===== config.mk =====
export PLATFORM = sky130hd
export DESIGN_NAME = pe_array_ctrl
export DESIGN_NICKNAME = d
export VERILOG_FILES = /design/src/rtl/pe_array_ctrl.sv
export SDC_FILE = /design/constraint.sdc
export NUM_CORES = 1
export LEC_CHECK = 0
export ABC_AREA = 1
export CAP_MARGIN = 20
export CORE_MARGIN = 2
export CORE_UTILIZATION = 52
export DETAILED_ROUTE_END_ITERATION = 8
export DONT_BUFFER_PORTS = 1
export GPL_TIMING_DRIVEN = 0
export PLACE_DENSITY = 0.7
export SKIP_LAST_GASP = 1
export SYNTH_ARGS = -nofsm -noshare
export SYNTH_HDL_FRONTEND = slang
export SYNTH_SLANG_ARGS = --single-unit

===== constraint.sdc =====
create_clock -name clk -period 1.7 [get_ports clk]
set_input_delay 0.17 -clock clk [delete_from_list [all_inputs] [get_ports clk]]
set_output_delay 0.17 -clock clk [all_outputs]
set_load 0.05 [all_outputs]

===== src/rtl/pe_array_ctrl.sv =====
// Sequencer for one row of systolic PEs: arms the row, feeds K kernel elements,
// waits for the far PE to finish and then reads the results out far column first.
module pe_array_ctrl #(
  parameter int unsigned COLS    = 8,
  parameter int unsigned CNT_W   = 5,
  parameter int unsigned KW      = 9,
  parameter int unsigned TO_W    = 8,
  parameter int unsigned TIMEOUT = 200
) (
  input  logic                     clk,
  input  logic                     rst_n,
  input  logic                     start_i,
  input  logic                     abort_i,
  input  logic [KW-1:0]            cfg_k_i,
  input  logic                     finish_in_i,
  output logic                     busy_o,
  output logic                     done_o,
  output logic                     err_o,
  output logic                     en_synch_o,
  output logic                     en_pe_o,
  output logic [KW-1:0]            kernel_element_o,
  output logic [COLS-1:0]          sel_onehot_o,
  output logic                     rd_valid_o,
  output logic [$clog2(COLS)-1:0]  rd_idx_o
);

  localparam int unsigned IdxW = $clog2(COLS);
  localparam logic [KW-1:0]   KMax     = KW'(2 ** CNT_W);
  localparam logic [TO_W-1:0] ToLast   = TO_W'(TIMEOUT - 1);
  localparam logic [IdxW-1:0] IdxLast  = IdxW'(COLS - 1);
  localparam logic [COLS-1:0] SelFirst = COLS'(1) << (COLS - 1);

  typedef enum logic [2:0] {
    StIdle,
    StArm,
    StFeed,
    StWaitFin,
    StRead,
    StDone
  } state_e;

  state_e           state_q;
  logic [CNT_W-1:0] cnt_q;
  logic [TO_W-1:0]  to_q;
  logic             busy_q;
  logic             done_q;
  logic             err_q;
  logic             en_synch_q;
  logic             en_pe_q;
  logic [KW-1:0]    ke_q;
  logic [COLS-1:0]  sel_q;
  logic             rd_valid_q;
  logic [IdxW-1:0]  rd_idx_q;

  logic             k_ok;
  logic [KW-1:0]    k_last;

  assign k_ok   = (cfg_k_i != '0) && (cfg_k_i <= KMax);
  assign k_last = ke_q - KW'(1);

  always_ff @(posedge clk or negedge rst_n) begin
    if (!rst_n) begin
      state_q    <= StIdle;
      cnt_q      <= '0;
      to_q       <= '0;
      busy_q     <= 1'b0;
      done_q     <= 1'b0;
      err_q      <= 1'b0;
      en_synch_q <= 1'b0;
      en_pe_q    <= 1'b0;
      ke_q       <= '0;
      sel_q      <= '0;
      rd_valid_q <= 1'b0;
      rd_idx_q   <= '0;
    end else begin
      done_q <= 1'b0;
      err_q  <= 1'b0;
      if (abort_i && (state_q != StIdle)) begin
        // Abort beats every other transition; kernel_element keeps its value.
        state_q    <= StIdle;
        busy_q     <= 1'b0;
        en_synch_q <= 1'b0;
        en_pe_q    <= 1'b0;
        sel_q      <= '0;
        rd_valid_q <= 1'b0;
        rd_idx_q   <= '0;
      end else begin
        unique case (state_q)
          StIdle: begin
            if (start_i) begin
              if (k_ok) begin
                ke_q       <= cfg_k_i;
                state_q    <= StArm;
                busy_q     <= 1'b1;
                en_synch_q <= 1'b1;
              end else begin
                err_q <= 1'b1;
              end
            end
          end
          StArm: begin
            state_q <= StFeed;
            en_pe_q <= 1'b1;
            cnt_q   <= '0;
          end
          StFeed: begin
            if (KW'(cnt_q) == k_last) begin
              state_q <= StWaitFin;
              en_pe_q <= 1'b0;
              to_q    <= '0;
            end else begin
              cnt_q <= cnt_q + CNT_W'(1);
            end
          end
          StWaitFin: begin
            if (finish_in_i) begin
              state_q    <= StRead;
              sel_q      <= SelFirst;
              rd_valid_q <= 1'b1;
              rd_idx_q   <= IdxLast;
            end else if (to_q == ToLast) begin
              state_q    <= StIdle;
              err_q      <= 1'b1;
              busy_q     <= 1'b0;
              en_synch_q <= 1'b0;
            end else if (to_q != '1) begin
              to_q <= to_q + TO_W'(1);
            end
          end
          StRead: begin
            // en_synch must stay high here or the PE result registers clear.
            if (rd_idx_q == '0) begin
              state_q    <= StDone;
              done_q     <= 1'b1;
              sel_q      <= '0;
              rd_valid_q <= 1'b0;
              en_synch_q <= 1'b0;
            end else begin
              rd_idx_q <= rd_idx_q - IdxW'(1);
              sel_q    <= sel_q >> 1;
            end
          end
          StDone: begin
            state_q <= StIdle;
            busy_q  <= 1'b0;
          end
          default: begin
            state_q <= StIdle;
          end
        endcase
      end
    end
  end

  assign busy_o           = busy_q;
  assign done_o           = done_q;
  assign err_o            = err_q;
  assign en_synch_o       = en_synch_q;
  assign en_pe_o          = en_pe_q;
  assign kernel_element_o = ke_q;
  assign sel_onehot_o     = sel_q;
  assign rd_valid_o       = rd_valid_q;
  assign rd_idx_o         = rd_idx_q;

endmodule


==> results of run 1 <==
power by group through the flow:
| stage | clock [mW] | sequential [mW] | combinational, mW |
|---|---|---|---|
| floorplan | 0 | 2.00 | 1.16 |
| global placement | 0 | 2.07 | 1.36 |
| detailed placement | 0 | 2.08 | 1.38 |
| finish | 0.804 | 2.05 | 1.49 |
| global route | 0.851 | 2.09 | 1.71 |
| CTS | 0.822 | 2.05 | 1.48 |
placed cells by master, fill, tap and decap left out, types with 2 or more instances in the layout:
cell | synthesis | routed
nor2_2 | 4 | 5
buf_12 | 0 | 2
nor2_4 | 4 | 4
nor2_1 | 36 | 35
nand2_1 | 76 | 71
nand3_2 | 2 | 3
xnor2_1 | 2 | 2
o22ai_1 | 6 | 6
inv_2 | 6 | 6
nor3_1 | 3 | 3
nand4_1 | 5 | 5
inv_1 | 44 | 43
nand2_2 | 6 | 10
o21ai_0 | 13 | 13
buf_4 | 0 | 4
ha_1 | 5 | 4
xor2_1 | 9 | 9
or2_2 | 3 | 3
dfrtp_1 | 42 | 40
nand2_4 | 3 | 3
o21ai_1 | 4 | 4
clkbuf_8 | 0 | 5
dfrtp_2 | 0 | 2
nand3_1 | 28 | 27
a21oi_1 | 6 | 6
per-stage QoR:
step / util / TNS, ps / hold slack, ps
floorplan: - / -2630 / -126
global placement: 0.568 / -6700 / -125
detailed placement: 0.568 / -6730 / -125
CTS: 0.612 / -6370 / 29.9
global route: 0.619 / -10400 / 46.4
finish: 0.619 / -6310 / 29.4
kinds of logic (layout without fill, tap and decap cells):
logic type,Yosys count,in the layout,share of synthesized area
XOR/XNOR,11,11,0.0394
buffers and inverters,52,67,0.0835
adder cells (fa/ha/maj),5,5,0.0256
AND/OR/NAND/NOR,172,172,0.334
flip-flops,42,42,0.430
AO/OA/AOI/OAI,35,35,0.0876
flip-flops by register name, summed over array words and instances (netlist names):
register	count
kernel_element_o	9
sel_onehot_o	8
to_q	8
cnt_q	5
rd_idx_o	3
state_q	3
busy_o	1
done_o	1
en_pe_o	1
en_synch_o	1
err_o	1
rd_valid_o	1
critical path, stage by stage (launching register included):
cell and delay [ps]:
dfrtp_2 560, inv_2 100, ha_4 220, nand2_1 50
inv_1 30, nor2_1 100, nand2_1 50, nor2_1 90
nand3_1 110, nor2_4 160, nand4_4 110, nand2_4 160
nand2_8 90, nand2_1 100, nand2_1 50
worst paths after layout:
kind	endpoint	slack (ps)	cells after the start
max	to_q[4]	-400	14
min	kernel_element_o[0]	30	2
max reg2reg	to_q[4]	-400	14
min reg2reg	to_q[7]	540	2
max in group asynchronous	kernel_element_o[0]	1150	2
min in group asynchronous	kernel_element_o[8]	350	2
routing by layer:
metal / vias up / wire [µm] / GRT usage
li1: 1036 / - / -
met1: 932 / 2210 / 0.243
met2: 27 / 2360 / 0.361
met3: 7 / 231 / 0.0514
met4: 0 / 70 / 0.0658
met5: - / 0 / 0
repair_timing:
action,in CTS,in global routing
pin swaps,8,10
endpoints found under the hold margin,42,0
setup endpoints to repair,24,32
setup buffers,4,1
resized for setup,2,7
hold buffers,2,0
final cells by class:
class	count	area [µm²]	share of cell area
Inverter	50	190	0.0691
Multi-Input combinational cell	223	1230	0.449
Clock inverter	3	43.8	0.0159
Buffer	2	16.3	0.00591
Tap cell	52	65.1	0.0236
Timing Repair Buffer	7	80.1	0.0291
Clock buffer	5	68.8	0.0250
Sequential cell	42	1050	0.383
==> flow_summary_export.csv, run 1 <==
group,metric,value,unit
worst_setup_path,worstSetupEndpointType,"register",
layout,layout.cells.non_filler,384,
run_status,outcome,"complete, but fails checks",
timing,fmax,477,MHz
clock_network,clockBufferDepth,2,
clock_network,clock_latency,300,ps
hold_path,min_from,"cfg_k_i[0]",
layout,insertedDiodeCount,0,
logic_synthesis,synth_enable_flop_cells,0,
timing,rsz0062_at_grt,"true",
placement,dp_hpwl,3.58,mm
worst_setup_path,cp.required,1890,ps
grt,antenna_found_initial,0,
detailed_routing,wirelength,4.88,mm
placement,placedCellCount,369,
pwr,power.leakage,1.36,nW
detailed_routing,vias,2002,
floorplan,initial_utilization,0.550,
pwr,power.switching,2.15,mW
clock_network,clkTransAtPathRegs,80,ps
floorplan,num_io_pins,40,
clock_network,cts_made_buffers,5,
logic_synthesis,synth_warnings,0,
logic_synthesis,synth_area_leaders,"dfrtp_1 (43%), nand2_1 (12%), inv_1 (6.8%), nand3_1 (5.7%), nor2_1 (5.5%)",
worst_setup_path,cp.arrival,2290,ps
timing,period_share,1.23,
timing,hold_violations,0,
layout,layout-drive-gt1-share,0.175,
worst_setup_path,critPathMaxFanout,8,
logic_synthesis,syn-num-nets,336,
grt,grt_pass1_vias,1971,
floorplan,die_w,72.6,µm
detailed_routing,routedWlPerCell,12.7,µm
pwr,swShare,0.494,
detailed_routing,route.detailed.drc,0,
logic_synthesis,syn_inst,317,
worst_setup_path,r2r_start,"kernel_element_o[1]",
floorplan,die_area,0.00526,mm²
logic_synthesis,synthTopCellsByCount,"nand2_1 (76), inv_1 (44), dfrtp_1 (42)",
grt,grt_first_pass_wirelength,8.47,mm
floorplan,core_area,0.00444,mm²
clock_network,root_buffer,"clkbuf_8",
clock_network,cts_tree,"done",
worst_setup_path,worstSetupPathType,"register to register",
clock_network,cts_num_sinks,42,
timing,report.final.slew_viol_count,0,
pwr,comb_power_share,0.343,
placement,dp_worst_setup_slack,-439,ps
pwr,powerDensity,1580,mW/mm²
pwr,p_clk_frac,0.185,
pwr,intPower,2.20,mW
timing,setup_slack,-397,ps
detailed_routing,ant_nets,0,
logic_synthesis,ys_ff_latch,42,
flow_run,maxCapViolCount,0,
timing,min_period,2100,ps
hold_path,min_path_type,"input port to register",
grt,overflow,0,
worst_setup_path,startpoint,"kernel_element_o[1]",
clock_network,ctsHtreeMaxLevel,2,
timing,worst_slew_margin_rel,0.542,
placement,io_buffer_count,0,
placement,dpl_cell_area,0.00253,mm²
logic_synthesis,ys_types,31,
detailed_routing,routed_via_density,5.21,
detailed_routing,dr.pass1.iters,4,
run_status,violations,"setup timing",
pwr,seq_power_share,0.472,
logic_synthesis,ys_async_sr_fraction,1.00,
logic_synthesis,yosys_most_used_dff,"dfrtp_1",
worst_setup_path,setup.worst_path.start_class,"register",
layout,syn2layout_area_growth,12.6,%
detailed_routing,drt_iter0_markers,51,
logic_synthesis,synth_most_common_cell,"nand2_1",
layout,fin_area,0.00275,mm²
floorplan,rows,24,
logic_synthesis,synth_top_area_cell,"dfrtp_1",
pwr,power.total,4.35,mW
logic_synthesis,syn_avg_cell_area,7.71,µm²
grt,grt_usage,0.204,
placement,place.gp.congestion,0.812,
floorplan,die_h,72.6,µm
timing,setup_viol,24,
logic_synthesis,synth_top_area_frac,0.430,
timing,tightest_slew,686,ps
layout,final_nets,350,
logic_synthesis,yosysSeqAreaShare,0.430,
pwr,ir_drop,1.12,mV
layout,fill_cells,402,
logic_synthesis,netlist_area,0.00244,mm²
grt,grt_max_degree,43,
timing,fin_skew,3.37,ps
(Power assumes the default switching activity.)
==> inputs of run 2 (changes only) <==
--- a/config.mk
+++ b/config.mk
@@ -5,7 +5,7 @@
 export SDC_FILE = /design/constraint.sdc
 export NUM_CORES = 1
 export LEC_CHECK = 0
-export ABC_AREA = 1
+export ABC_CLOCK_PERIOD_IN_PS = 1900
 export CAP_MARGIN = 20
 export CORE_MARGIN = 2
 export CORE_UTILIZATION = 52
==> constraint.sdc (replaced) <==
create_clock -name clk -period 1.9 [get_ports clk]
set_input_delay 0.19 -clock clk [delete_from_list [all_inputs] [get_ports clk]]
set_output_delay 0.19 -clock clk [all_outputs]
set_load 0.05 [all_outputs]
==> run 2 against run 1 <==
  * The flow still finishes with violations (setup timing)
  * Sequential power decreased by 6%
  * Final cell count fell by 21%
  * Sequential share of layout area rose by 0.54 points
  * Worst hold slack worse by 8.8 ps
  * Setup slack improved by 32 ps
  * Combinational power about the same
  * Global-route usage increased by 0.77 points
  * Non-clock buffer count rose by 12
  * Power down 8.4%
  * Critical path depth down 4
  * Critical path type unchanged
  * Largest power group unchanged
==> flow_summary_export.csv, run 2 <==
group,metric,value,unit
floorplan,rows,24,
worst_setup_path,startpoint,"kernel_element_o[1]",
grt,grt_pass1_vias,1737,
logic_synthesis,ys_ff_latch,42,
worst_setup_path,setup.worst_path.start_class,"register",
timing,fmax,441,MHz
placement,dpl_cell_area,0.00241,mm²
hold_path,min_path_type,"input port to register",
timing,setup_slack,-365,ps
logic_synthesis,syn-num-nets,249,
timing,holdWs,20.7,ps
logic_synthesis,syn_avg_cell_area,10.1,µm²
detailed_routing,dr.pass1.iters,4,
hold_path,min_from,"cfg_k_i[1]",
floorplan,core_area,0.00432,mm²
logic_synthesis,yosysSeqAreaShare,0.452,
floorplan,num_io_pins,40,
grt,grt_max_degree,43,
flow_run,maxCapViolCount,0,
layout,insertedDiodeCount,0,
grt,overflow,0,
logic_synthesis,synth_top_area_frac,0.452,
clock_network,ctsHtreeMaxLevel,2,
clock_network,clock_latency,300,ps
floorplan,die_w,70.9,µm
timing,tightest_slew,595,ps
logic_synthesis,yosys_most_used_dff,"dfrtp_1",
logic_synthesis,synth_area_leaders,"dfrtp_1 (45%), a22o_1 (4.1%), nand2_1 (3.1%), mux2_1 (2.9%), ha_1 (2.7%)",
grt,grt_first_pass_wirelength,8.48,mm
pwr,power.leakage,1.19,nW
logic_synthesis,syn_inst,230,
detailed_routing,ant_nets,0,
clock_network,clkTransAtPathRegs,90,ps
grt,grt_usage,0.212,
clock_network,cts_num_sinks,42,
pwr,powerDensity,1460,mW/mm²
logic_synthesis,ys_async_sr_fraction,1.00,
worst_setup_path,critPathMaxFanout,7,
timing,hold_violations,0,
logic_synthesis,synth_most_common_cell,"dfrtp_1",
timing,period_share,1.19,
layout,largest_reg_flops,9,
timing,rsz0062_at_grt,"true",
detailed_routing,vias,1793,
clock_network,cts_made_buffers,5,
timing,fin_skew,12.1,ps
logic_synthesis,netlist_area,0.00233,mm²
logic_synthesis,ys_types,57,
floorplan,die_area,0.00503,mm²
clock_network,cts_tree,"done",
worst_setup_path,cp.required,2100,ps
floorplan,die_h,70.9,µm
placement,place.gp.congestion,0.825,
clock_network,root_buffer,"clkbuf_8",
detailed_routing,drt_iter0_markers,85,
worst_setup_path,worstSetupPathType,"register to register",
layout,fin_area,0.00273,mm²
layout,final_nets,268,
layout,final_util,0.632,
detailed_routing,route.detailed.drc,0,
layout,syn2layout_area_growth,17.5,%
detailed_routing,routedWlPerCell,16.7,µm
grt,antenna_found_initial,0,
worst_setup_path,r2r_start,"kernel_element_o[1]",
logic_synthesis,synth_warnings,0,
detailed_routing,routed_via_density,5.94,
layout,layout-drive-gt1-share,0.244,
run_status,outcome,"complete, but fails checks",
timing,report.final.slew_viol_count,0,
logic_synthesis,synth_top_area_cell,"dfrtp_1",
worst_setup_path,cp.arrival,2460,ps
pwr,ir_drop,0.842,mV
clock_network,clockBufferDepth,2,
floorplan,initial_utilization,0.538,
logic_synthesis,synth_enable_flop_cells,0,
timing,worst_slew_margin_rel,0.603,
placement,io_buffer_count,0,
layout,final_cell_mix,"dfrtp_1 (36), nand2_1 (18), o21ai_1 (11), a22o_1 (11), buf_4 (9)",
detailed_routing,wirelength,5.04,mm
timing,setup_viol,16,
timing,min_period,2270,ps
logic_synthesis,synthTopCellsByCount,"dfrtp_1 (42), nand2_1 (19), a22o_1 (11), inv_1 (11), nor2_1 (10)",
worst_setup_path,worstSetupEndpointType,"register",
layout,final_common_cell,"dfrtp_1",
run_status,violations,"setup timing",
placement,dp_hpwl,3.46,mm
run 2: cell count changes in the layout (fill, tap and decap cells not counted), sizes merged, moves of 8 or more:
cell / change
nand2: -66
inv: -39
nor2: -33
nand3: -20
a22o: +11
buf: +9
nor3: +8
run 2: logic make-up (layout without fill, tap and decap cells):
| group | count (synthesis) | after routing | share of synthesized area |
|---|---|---|---|
| multiplexers | 9 | 9 | 0.0419 |
| XOR/XNOR | 9 | 9 | 0.0339 |
| AO/OA/AOI/OAI | 56 | 56 | 0.178 |
| buffers and inverters | 20 | 40 | 0.0409 |
| adder cells (fa/ha/maj) | 5 | 5 | 0.0269 |
| AND/OR/NAND/NOR | 89 | 89 | 0.227 |
| flip-flops | 42 | 42 | 0.452 |
run 2: worst max-delay path, cell delays in order, from the launching register on:
cell and delay [ps]:
dfrtp_2 570, inv_2 80, ha_4 180, nor2b_1 120, a41o_1 240, or3_4 350, nand3_4 120, buf_4 130
buf_6 100, nand2_1 70, a22o_1 200
run 2: power breakdown:
| group | switching (mW) | total, mW | leakage, nW | internal, mW |
|---|---|---|---|---|
| registers | 0.800 | 1.92 | 0.554 | 1.12 |
| logic | 0.777 | 1.47 | 0.592 | 0.697 |
| clock network | 0.326 | 0.589 | 0.0408 | 0.263 |
| total | 1.90 | 3.98 | 1.19 | 2.08 |
run 2: path summary, 6_finish.rpt:
| check | cells after the start | endpoint | slack [ps] |
|---|---|---|---|
| setup / recovery | 10 | to_q[0] | -370 |
| hold / removal | 1 | kernel_element_o[1] | 20 |
| setup reg to reg | 10 | to_q[0] | -370 |
| hold reg to reg | 1 | to_q[5] | 560 |
| max in group asynchronous | 2 | kernel_element_o[0] | 1320 |
| min in group asynchronous | 2 | cnt_q[1] | 330 |
run 2: per-stage QoR:
step	setup WS, ps	TNS (ps)	total power, mW	cells
floorplan	-208	-2280	2.88	230
global placement	-378	-5310	3.13	282
detailed placement	-410	-5840	3.15	282
CTS	-337	-4200	3.91	298
global route	-495	-6360	4.26	302
finish	-365	-4420	3.98	302
run 2: layout make-up:
type / instances / area (µm²)
Fill cell: 359 / 1590
Multi-Input combinational cell: 168 / 1310
Sequential cell: 42 / 1060
Timing Repair Buffer: 12 / 109
Clock buffer: 5 / 68.8
Tap cell: 52 / 65.1
Buffer: 9 / 56.3
Inverter: 11 / 41.3
Clock inverter: 3 / 23.8
run 2: routing by layer:
layer / up-vias / global-route usage / routed length [µm]
li1: 880 / - / -
met1: 867 / 0.288 / 2240
met2: 40 / 0.344 / 2500
met4: 0 / 0.0608 / 63
met3: 6 / 0.0470 / 243
met5: - / 0 / 0
run 2: timing repair:
action,in CTS,in global routing
gates resized for setup,17,15
endpoints found under the hold margin,42,0
hold buffers,2,0
buffers inserted,5,4
pin swaps,5,5
setup endpoints to repair,29,33
gates cloned,1,0
==> inputs of run 3 (changes only) <==
--- a/config.mk
+++ b/config.mk
@@ -12,6 +12,7 @@
 export DETAILED_ROUTE_END_ITERATION = 8
 export DONT_BUFFER_PORTS = 1
 export GPL_TIMING_DRIVEN = 0
+export HOLD_SLACK_MARGIN = 0.03
 export PLACE_DENSITY = 0.7
 export SKIP_LAST_GASP = 1
 export SYNTH_ARGS = -nofsm -noshare
==> run 3 against run 2 <==
  * The run still ends with setup timing left
  * Die area stayed put
  * Critical path depth stayed put
  * First-iteration DRC count is 14% higher
  * Power is 0.37% higher
  * Flip-flop and latch count stayed put
  * Core utilization is 1.9 points higher
  * Clock power hardly changed
  * Sequential power hardly changed
  * Via count is 2.6% higher
  * Critical endpoint unchanged
  * Largest cell class unchanged
  * Largest power group unchanged
==> flow_summary_export.csv, run 3 (synthesis results as in run 2) <==
group,metric,value,unit
flow_run,maxCapViolCount,0,
grt,grt_first_pass_wirelength,8.60,mm
grt,grt_usage,0.214,
worst_setup_path,rr_endpoint,"to_q[0]",
clock_network,clock_latency,300,ps
detailed_routing,ant_nets,0,
pwr,swShare,0.477,
floorplan,rows,24,
timing,tightest_slew,604,ps
worst_setup_path,worstSetupEndpointType,"register",
detailed_routing,route.detailed.drc,0,
layout,layout.cells.non_filler,310,
grt,grt_max_degree,43,
worst_setup_path,critPathMaxFanout,7,
timing,rsz0062_at_grt,"true",
timing,period_share,1.19,
timing,hold_violations,0,
worst_setup_path,r2r_cells,10,
timing,setup_slack,-360,ps
grt,antenna_found_initial,0,
timing,worst_slew_margin_rel,0.597,
pwr,power.leakage,1.22,nW
floorplan,initial_utilization,0.538,
layout,syn2layout_area_growth,20.9,%
worst_setup_path,critPathMaxStageDelay,570,ps
floorplan,die_w,70.9,µm
hold_path,hold_end,"rd_valid_o",
floorplan,num_io_pins,40,
placement,dp_hpwl,3.46,mm
floorplan,core_area,0.00432,mm²
grt,grt_pass1_vias,1789,
timing,fmax,442,MHz
worst_setup_path,cp_slowest_cell,"dfrtp_2",
layout,layout-drive-gt1-share,0.236,
pwr,power.switching,1.91,mW
pwr,p_clk_frac,0.148,
worst_setup_path,cp.required,2100,ps
clock_network,root_buffer,"clkbuf_8",
hold_path,min_path_type,"input port to register",
grt,overflow,0,
clock_network,cts_num_sinks,42,
layout,final_cell_mix,"dfrtp_1 (36), nand2_1 (18), o21ai_1 (11), a22o_1 (11)",
clock_network,clkTransAtPathRegs,90,ps
detailed_routing,drt_iter0_markers,97,
hold_path,hold_depth,2,
pwr,comb_power_share,0.371,
detailed_routing,routed_via_density,5.93,
clock_network,cts_made_buffers,5,
placement,io_buffer_count,0,
layout,insertedDiodeCount,0,
layout,fin_area,0.00281,mm²
timing,setup_viol,16,
hold_path,min_from,"finish_in_i",
detailed_routing,vias,1839,
run_status,outcome,"complete, but fails checks",
worst_setup_path,crit_family,"simple AND/OR/NAND/NOR gates",
worst_setup_path,setup.worst_path.start_class,"register",
pwr,seq_power_share,0.481,
timing,fin_skew,12.7,ps
worst_setup_path,cp.arrival,2460,ps
placement,place.gp.congestion,0.825,
clock_network,ctsHtreeMaxLevel,2,
clock_network,clockBufferDepth,2,
layout,final_nets,276,
worst_setup_path,r2r_setup_slack,-360,ps
timing,final.setup.tns,-4370,ps
layout,final_common_cell,"dfrtp_1",
worst_setup_path,r2r_start,"kernel_element_o[1]",
detailed_routing,routedWlPerCell,16.6,µm
worst_setup_path,worstPathCellList,"inv_2, ha_4, nor2b_1, a41o_1, or3_4, nand3_4, buf_4, buf_6, nand2_1, a22o_1",
detailed_routing,wirelength,5.14,mm
pwr,powerDensity,1420,mW/mm²
timing,min_period,2260,ps
layout,largest_reg_flops,9,
clock_network,cts_tree,"done",
placement,dpl_cell_area,0.00241,mm²
layout,final_util,0.651,
pwr,intPower,2.09,mW
floorplan,die_h,70.9,µm
run_status,violations,"setup timing",
detailed_routing,dr.pass1.iters,4,
timing,report.final.slew_viol_count,0,
pwr,ir_drop,0.842,mV
layout,fill_cells,353,
worst_setup_path,worstSetupPathType,"register to register",
placement,placedCellCount,282,
worst_setup_path,cp_num_buf_inv,3,
floorplan,die_area,0.00503,mm²
-- run 3: cell types whose count changed in the layout (fill, tap and decap cells not counted) --
cell and change:
dlygate4sd3_1 +8
-- run 3: how the worst max path moves through the flow --
stage                    end  slack [ps]                 from  cells past startpoint
floorplan           cnt_q[2]        -210  kernel_element_o[0]                      9
global placement    cnt_q[2]        -380  kernel_element_o[0]                      9
detailed placement   to_q[4]        -410  kernel_element_o[0]                      9
CTS                  to_q[6]        -340  kernel_element_o[0]                      9
global route         to_q[6]        -500  kernel_element_o[1]                      9
finish               to_q[0]        -360  kernel_element_o[1]                     10
-- run 3: power by group through the flow --
stage | logic (mW) | clock network (mW) | registers (mW)
3_5_place_dp | 1.23 | 0 | 1.92
5_1_grt | 1.68 | 0.635 | 1.96
4_1_cts | 1.40 | 0.606 | 1.91
3_3_place_gp | 1.21 | 0 | 1.92
6_report | 1.48 | 0.591 | 1.92
2_1_floorplan | 1.05 | 0 | 1.84
-- run 3: repair_timing --
item	in CTS	in global routing
gates resized for setup	17	15
cloned	1	0
pin swaps	5	5
hold buffers	10	0
hold endpoints to repair	50	0
setup endpoints to repair	29	35
buffers inserted	5	4
-- run 3: worst register-to-register path, stage by stage (launching register included) --
cell     delay [ps]
dfrtp_2         570
inv_2            90
ha_4            180
nor2b_1         120
a41o_1          240
or3_4           340
nand3_4         120
buf_4           130
buf_6           100
nand2_1          70
a22o_1          200
-- run 3: metrics by stage --
stage	setup WS, ps	power (mW)	hold slack [ps]
6_report	-360	4.00	74.8
5_1_grt	-495	4.27	100
4_1_cts	-337	3.92	71.9
3_5_place_dp	-410	3.15	-104
3_3_place_gp	-378	3.13	-104
2_1_floorplan	-208	2.88	-106
-- run 3: final cells by class --
class                      count  area [µm²]  share of cell area
buffer                         9        56.3              0.0200
clock buffer                   5        68.8              0.0245
clock inverter                 3        23.8             0.00845
inverter                      11        41.3              0.0147
multi-input combinational    168        1310               0.465
sequential                    42        1060               0.377
tap                           52        65.1              0.0231
timing repair buffer          20         189              0.0671
-- run 3: layer usage --
| layer | up-vias | global-route usage | share of wire |
|---|---|---|---|
| met5 | - | 0 | 0 |
| met4 | 0 | 0.0650 | 0.014 |
| met3 | 9 | 0.0427 | 0.041 |
| met2 | 37 | 0.349 | 0.49 |
| met1 | 898 | 0.291 | 0.45 |
| li1 | 895 | - | - |
